## src/rtl/switch_debounce_pair.sv

```systemverilog
// Two-channel push-button conditioner: synchronize, debounce, press pulses, LED drives.
// Latency: DEBOUNCE_LIMIT+1 clock edges from a stable raw change to o_Switch_n / o_Press_n.
// Backpressure: none; outputs are free-running levels and single-cycle pulses.
//
// Ports:
//   i_Clk, i_Reset          clock (rising edge) and asynchronous active-high reset
//   i_Switch_1, i_Switch_2  raw, bouncy, asynchronous switch inputs
//   o_Switch_1, o_Switch_2  debounced levels
//   o_Press_1, o_Press_2    one-cycle pulse on each debounced 0->1
//   o_LED_1                 o_Switch_1 AND o_Switch_2
//   o_LED_2                 toggles on every switch 1 press

// Single debounce channel.
// Latency: DEBOUNCE_LIMIT+1 edges from raw change to level/press.
// Backpressure: none.
//
// Ports:
//   clk, rst  clock and asynchronous active-high reset
//   raw       raw switch input
//   level     debounced level (decoded from the registered FSM state)
//   press     registered one-cycle pulse on a debounced rise
//   rise      combinational: press will assert after the coming edge
module switch_debounce_chan #(
  parameter int DEBOUNCE_LIMIT = 250000
) (
  input  logic clk,
  input  logic rst,
  input  logic raw,
  output logic level,
  output logic press,
  output logic rise
);

  localparam int CW = $clog2(DEBOUNCE_LIMIT);
  localparam logic [CW-1:0] LAST = CW'(DEBOUNCE_LIMIT - 1);

  typedef enum logic [1:0] {
    STABLE_LOW,
    COUNT_HIGH,
    STABLE_HIGH,
    COUNT_LOW
  } state_t;

  state_t        state, state_nxt;
  logic [CW-1:0] cnt, cnt_nxt;
  logic          sync1;

  // sync1 is the first synchronizer stage. The FSM state/counter registers
  // sample sync1 on the following edge and so act as the second stage; this
  // lets the first counted edge coincide with the second synchronizer edge,
  // which keeps the overall latency at DEBOUNCE_LIMIT+1 edges.
  always_ff @(posedge clk or posedge rst) begin
    if (rst) begin
      sync1 <= 1'b0;
      state <= STABLE_LOW;
      cnt   <= '0;
      press <= 1'b0;
    end else begin
      sync1 <= raw;
      state <= state_nxt;
      cnt   <= cnt_nxt;
      press <= rise;
    end
  end

  // Counter idles at zero; any sample that matches the current debounced
  // level aborts a count. The count stops at LAST, so it cannot wrap.
  always_comb begin
    state_nxt = state;
    cnt_nxt   = '0;
    rise      = 1'b0;
    case (state)
      STABLE_LOW: begin
        if (sync1) begin
          state_nxt = COUNT_HIGH;
          cnt_nxt   = CW'(1);
        end
      end
      COUNT_HIGH: begin
        if (!sync1) begin
          state_nxt = STABLE_LOW;
        end else if (cnt == LAST) begin
          state_nxt = STABLE_HIGH;
          rise      = 1'b1;
        end else begin
          cnt_nxt = cnt + CW'(1);
        end
      end
      STABLE_HIGH: begin
        if (!sync1) begin
          state_nxt = COUNT_LOW;
          cnt_nxt   = CW'(1);
        end
      end
      COUNT_LOW: begin
        if (sync1) begin
          state_nxt = STABLE_HIGH;
        end else if (cnt == LAST) begin
          state_nxt = STABLE_LOW;
        end else begin
          cnt_nxt = cnt + CW'(1);
        end
      end
      default: state_nxt = STABLE_LOW;
    endcase
  end

  assign level = (state == STABLE_HIGH) || (state == COUNT_LOW);

endmodule

module switch_debounce_pair #(
  parameter int DEBOUNCE_LIMIT = 250000
) (
  input  logic i_Clk,
  input  logic i_Reset,
  input  logic i_Switch_1,
  input  logic i_Switch_2,
  output logic o_Switch_1,
  output logic o_Switch_2,
  output logic o_Press_1,
  output logic o_Press_2,
  output logic o_LED_1,
  output logic o_LED_2
);

  logic rise_1;
  logic rise_2;

  switch_debounce_chan #(.DEBOUNCE_LIMIT(DEBOUNCE_LIMIT)) u_chan_1 (
    .clk   (i_Clk),
    .rst   (i_Reset),
    .raw   (i_Switch_1),
    .level (o_Switch_1),
    .press (o_Press_1),
    .rise  (rise_1)
  );

  switch_debounce_chan #(.DEBOUNCE_LIMIT(DEBOUNCE_LIMIT)) u_chan_2 (
    .clk   (i_Clk),
    .rst   (i_Reset),
    .raw   (i_Switch_2),
    .level (o_Switch_2),
    .press (o_Press_2),
    .rise  (rise_2)
  );

  // Both levels are decoded from registered state, so the AND adds no latency.
  assign o_LED_1 = o_Switch_1 & o_Switch_2;

  // Toggle on the edge that registers the switch 1 press pulse.
  always_ff @(posedge i_Clk or posedge i_Reset) begin
    if (i_Reset) begin
      o_LED_2 <= 1'b0;
    end else if (rise_1) begin
      o_LED_2 <= ~o_LED_2;
    end
  end

endmodule

```

## config.mk

```make
export PLATFORM = sky130hd
export DESIGN_NAME = switch_debounce_pair
export DESIGN_NICKNAME = d
export VERILOG_FILES = /design/src/rtl/switch_debounce_pair.sv
export SDC_FILE = /design/constraint.sdc
export NUM_CORES = 1
export LEC_CHECK = 0
export ABC_AREA = 1
export BUFFER_PORTS_ARGS = -buffer_cell sky130_fd_sc_hd__buf_4
export CAP_MARGIN = 20
export CELL_PAD_IN_SITES_DETAIL_PLACEMENT = 0
export CELL_PAD_IN_SITES_GLOBAL_PLACEMENT = 1
export CORE_MARGIN = 8
export CORE_UTILIZATION = 49
export CTS_CLUSTER_DIAMETER = 120
export DETAILED_ROUTE_END_ITERATION = 8
export PLACE_DENSITY = 0.94
export SYNTH_ARGS = -nofsm -noshare
export SYNTH_HDL_FRONTEND = slang
export SYNTH_SLANG_ARGS = --single-unit
```

## constraint.sdc

```tcl
create_clock -name i_Clk -period 2.3 [get_ports i_Clk]
set_input_delay 0.345 -clock i_Clk [delete_from_list [all_inputs] [get_ports i_Clk]]
set_output_delay 0.345 -clock i_Clk [all_outputs]
set_load 0.05 [all_outputs]
```

==> results.txt <==
Skew-Pair Late Insertion Delay -> 290 ps
Longest Clk Path Bufs -> 2
Crit path buffers/inverters -> 0
Crit path cell chain -> ha_1, nand3_2, nor2_1, nand3_1, nand2_2, nor2_1
Number of buffers created by CTS -> 5
Yosys top cell by area -> dfrtp_1
Power per cell area -> 496.7 nW/um2
First-pass DRT Iterations -> 5
Num rows -> 26
Post-route DRC violation count -> 0
Post-synth top area share -> 44.98%
DRT Wirelength -> 4930 um
Worst vdd ir -> 325.4 uV
Normalized max-slew margin -> 74.06%
Switching Fraction -> 23.59%
Max Fclk -> 597.0 MHz
Worst-Margin Slew -> 387.0 ps
Area Overhead vs Synth -> 9.095%
Clk pwr share -> 34.4%
Synth cell types -> 26
Crit path max fanout -> 16
Crit path DAT -> 1840 ps
Sequential cell fraction of total power -> 60.3%
Initial core utilization -> 49.98%
Ys async rst share -> 100.0%
H-tree Lvls -> 2
Finish-stage setup viols -> 0
Worst path slowest cell -> dfrtp_1
N_diodes -> 0
Nets -> 348
Placed instance area -> 2649 um2
Max Cap Viol -> 0
CTS tree -> yes
DP HPWL -> 3642 um
Remaining global-route overflow -> 0
Crit end category -> flop
Post-synth EDFFs -> 0
Synthesis Warnings -> 0
Die Area -> 7653 um2
Pre-CTS setup slack -> 650.4 ps
CP most frequent cell -> nor2_1
Largest cells by area after synthesis -> dfrtp_1 45%, nand2_1 12%, nor2_1 10%
Finished Cell Area -> 2731 um2
Reg clk slew, reported paths -> 80 ps
Global router's overall resource usage -> 14.07%
Worst Path Required -> 2470 ps
Max incr delay on CP -> 500 ps
Net Sw Power -> 0.0003200 W
Clock sinks -> 45
Final hold vios -> 0
Setup TNS -> 0 ps
Antenna violations before repair -> 0
Routed len/inst -> 11.94 um
Largest net degree at the start of global routing -> 46
Main synth FF type -> dfrtp_1
RSZ-0062 raised after global routing -> false
Hold WC Path Type -> input port to async pin
Leak -> 1.187 nW
Max-slew violations -> 0
Syn Std Cell Area -> 2504 um2
Syn Area/Cell -> 7.610 um2
Core outline area -> 5010 um2
Mapped Cells -> 329
Vias -> 2,061
IO Port Bufs -> 9
Die width -> 87.48 um
Ports -> 10
Number of global-route vias before repair -> 1,908
Clk_skew -> 9.077 ps
Comb pwr share -> 5.3%
Cell family with most CP delay -> simple AND/OR/NAND/NOR gates
Die Y -> 87.48 um
Fin crit period -> 1675 ps
Syn Nets -> 335
Post-synthesis sequential area ratio -> 44.98%
Fraction of layout instances using a drive strength above 1 -> 11.37%
Clk root buf -> clkbuf_8
Worst Path Class, Setup -> flop to flop
Setup bufs post-CTS -> 0
ANT nets after route -> 0
Final RePlAce weighted congestion -> 0.8460
# hold bufs at CTS -> 0
Starting DRT DRC Count -> 152
Post-cts sizing count -> 0
Final WS setup -> 624.9 ps
Fillcell total -> 489
Internal power -> 0.001037 W
First-pass GRT wire length -> 8604 um
Drt via density -> 4.990
Ratio of final minimum period to clock period -> 72.83%
Startpoint types -> flop
Final core occ -> 54.52%
Status -> complete, no violations
#FFs+latches synth -> 45
layout make-up:
cell class	instances	area, um2	share of cell area (%)
clock buffer	6	72.57	2.657
clock inverter	2	10.01	0.3665
inverter	39	146.4	5.360
multi-input combinational	241	1201	43.98
sequential	45	1126	41.23
tap	70	87.58	3.207
timing repair buffer	10	87.58	3.207
worst register-to-register path: stages (launching register included):
cell	delay [ps]
dfrtp_1	500
ha_1	250
nand3_2	120
nor2_1	140
nand3_1	150
nand2_2	290
nor2_1	100
Yosys cell counts, types with 4 or more instances:
cell type  instances
a21oi_1            5
xor2_1            10
nand3_2            4
o21bai_1           4
nand2_1           79
o21ai_0            5
xnor2_1            6
nand4_1           11
inv_1             37
dfrtp_1           45
nor3_1             5
nor2_1            69
nand3_1           24
metal layers:
layer	vias to the layer above	wire length, um	part of all wire, %	track usage (%)
met1	952	2581	52	20.02
li1	1060	-	-	-
met3	7	184	3.7	2.830
met4	0	78	1.6	6.250
met2	42	2086	42	19.83
met5	-	0	0	0
layout by cell type, fill, tap and decap left out:
master     n
clkbuf_8   5
nand2_4    1
nand2_1   79
clkbuf_1   1
inv_1     36
or2_2      3
inv_2      3
nor2_2     3
nor2_1    69
nor3_4     2
xor2_1    10
dfrtp_1   45
nand4_1   11
buf_4      9
buf_12     1
ha_1       2
o21ai_0    5
nor2_4     2
nand3b_1   1
nor3_2     1
xnor2_1    6
nor3_1     5
a31oi_1    1
nand3_1   24
a21oi_1    5
nand3_2    4
o21bai_1   4
clkinv_2   2
nand2_2    3
cell families after synthesis:
family | count (synthesis) | synth area share [%]
buffers and inverters | 43 | 7.047
XOR/XNOR | 16 | 5.597
adder cells (fa/ha/maj) | 2 | 0.9993
AND/OR/NAND/NOR | 208 | 37.93
AO/OA/AOI/OAI | 15 | 3.448
flip-flops | 45 | 44.98
sequential cells by signal (all words and copies together) (netlist names), named ones only:
name / cells
u_chan_1.cnt: 18
u_chan_2.cnt: 18
o_LED_2: 1
u_chan_1.press: 1
u_chan_1.state: 1
u_chan_1.sync1: 1
u_chan_2.press: 1
u_chan_2.state: 1
u_chan_2.sync1: 1
power by group through the flow:
stage	combinational, W	sequential, W	clock, W
4_1_cts	0.0000747	0.000818	0.000486
3_5_place_dp	0.0000742	0.000834	0
2_1_floorplan	0.0000565	0.000830	0
3_3_place_gp	0.0000726	0.000833	0
6_report	0.0000723	0.000818	0.000466
5_1_grt	0.0000865	0.000821	0.000507
through the flow:
stage,std cells,hold slack (ps),total power [W]
after global placement,405,403.8,0.0009052
after floorplan,329,376.4,0.0008867
final,413,83.71,0.001357
after detailed placement,405,408.4,0.0009079
after global routing,413,112.0,0.001414
after CTS,413,89.64,0.001379
path summary, 6_finish.rpt:
| path | from | to | slack [ps] | cells after the start |
|---|---|---|---|---|
| worst min-delay path | i_Reset | u_chan_1.cnt[9]$_DFF_PP0_ | 80 | 3 |
| worst max register to register | u_chan_2.cnt[0]$_DFF_PP0_ | u_chan_2.cnt[9]$_DFF_PP0_ | 620 | 6 |
| min in group i_Clk | i_Switch_2 | u_chan_2.sync1$_DFF_PP0_ | 160 | 1 |
| max in group asynchronous | i_Reset | u_chan_1.cnt[0]$_DFF_PP0_ | 2000 | 3 |
| worst max-delay path | u_chan_2.cnt[0]$_DFF_PP0_ | u_chan_2.cnt[9]$_DFF_PP0_ | 620 | 6 |
| worst min register to register | o_LED_2$_DFFE_PP0P_ | o_LED_2$_DFFE_PP0P_ | 500 | 2 |
No activity file was read; power rests on OpenSTA's default activity.
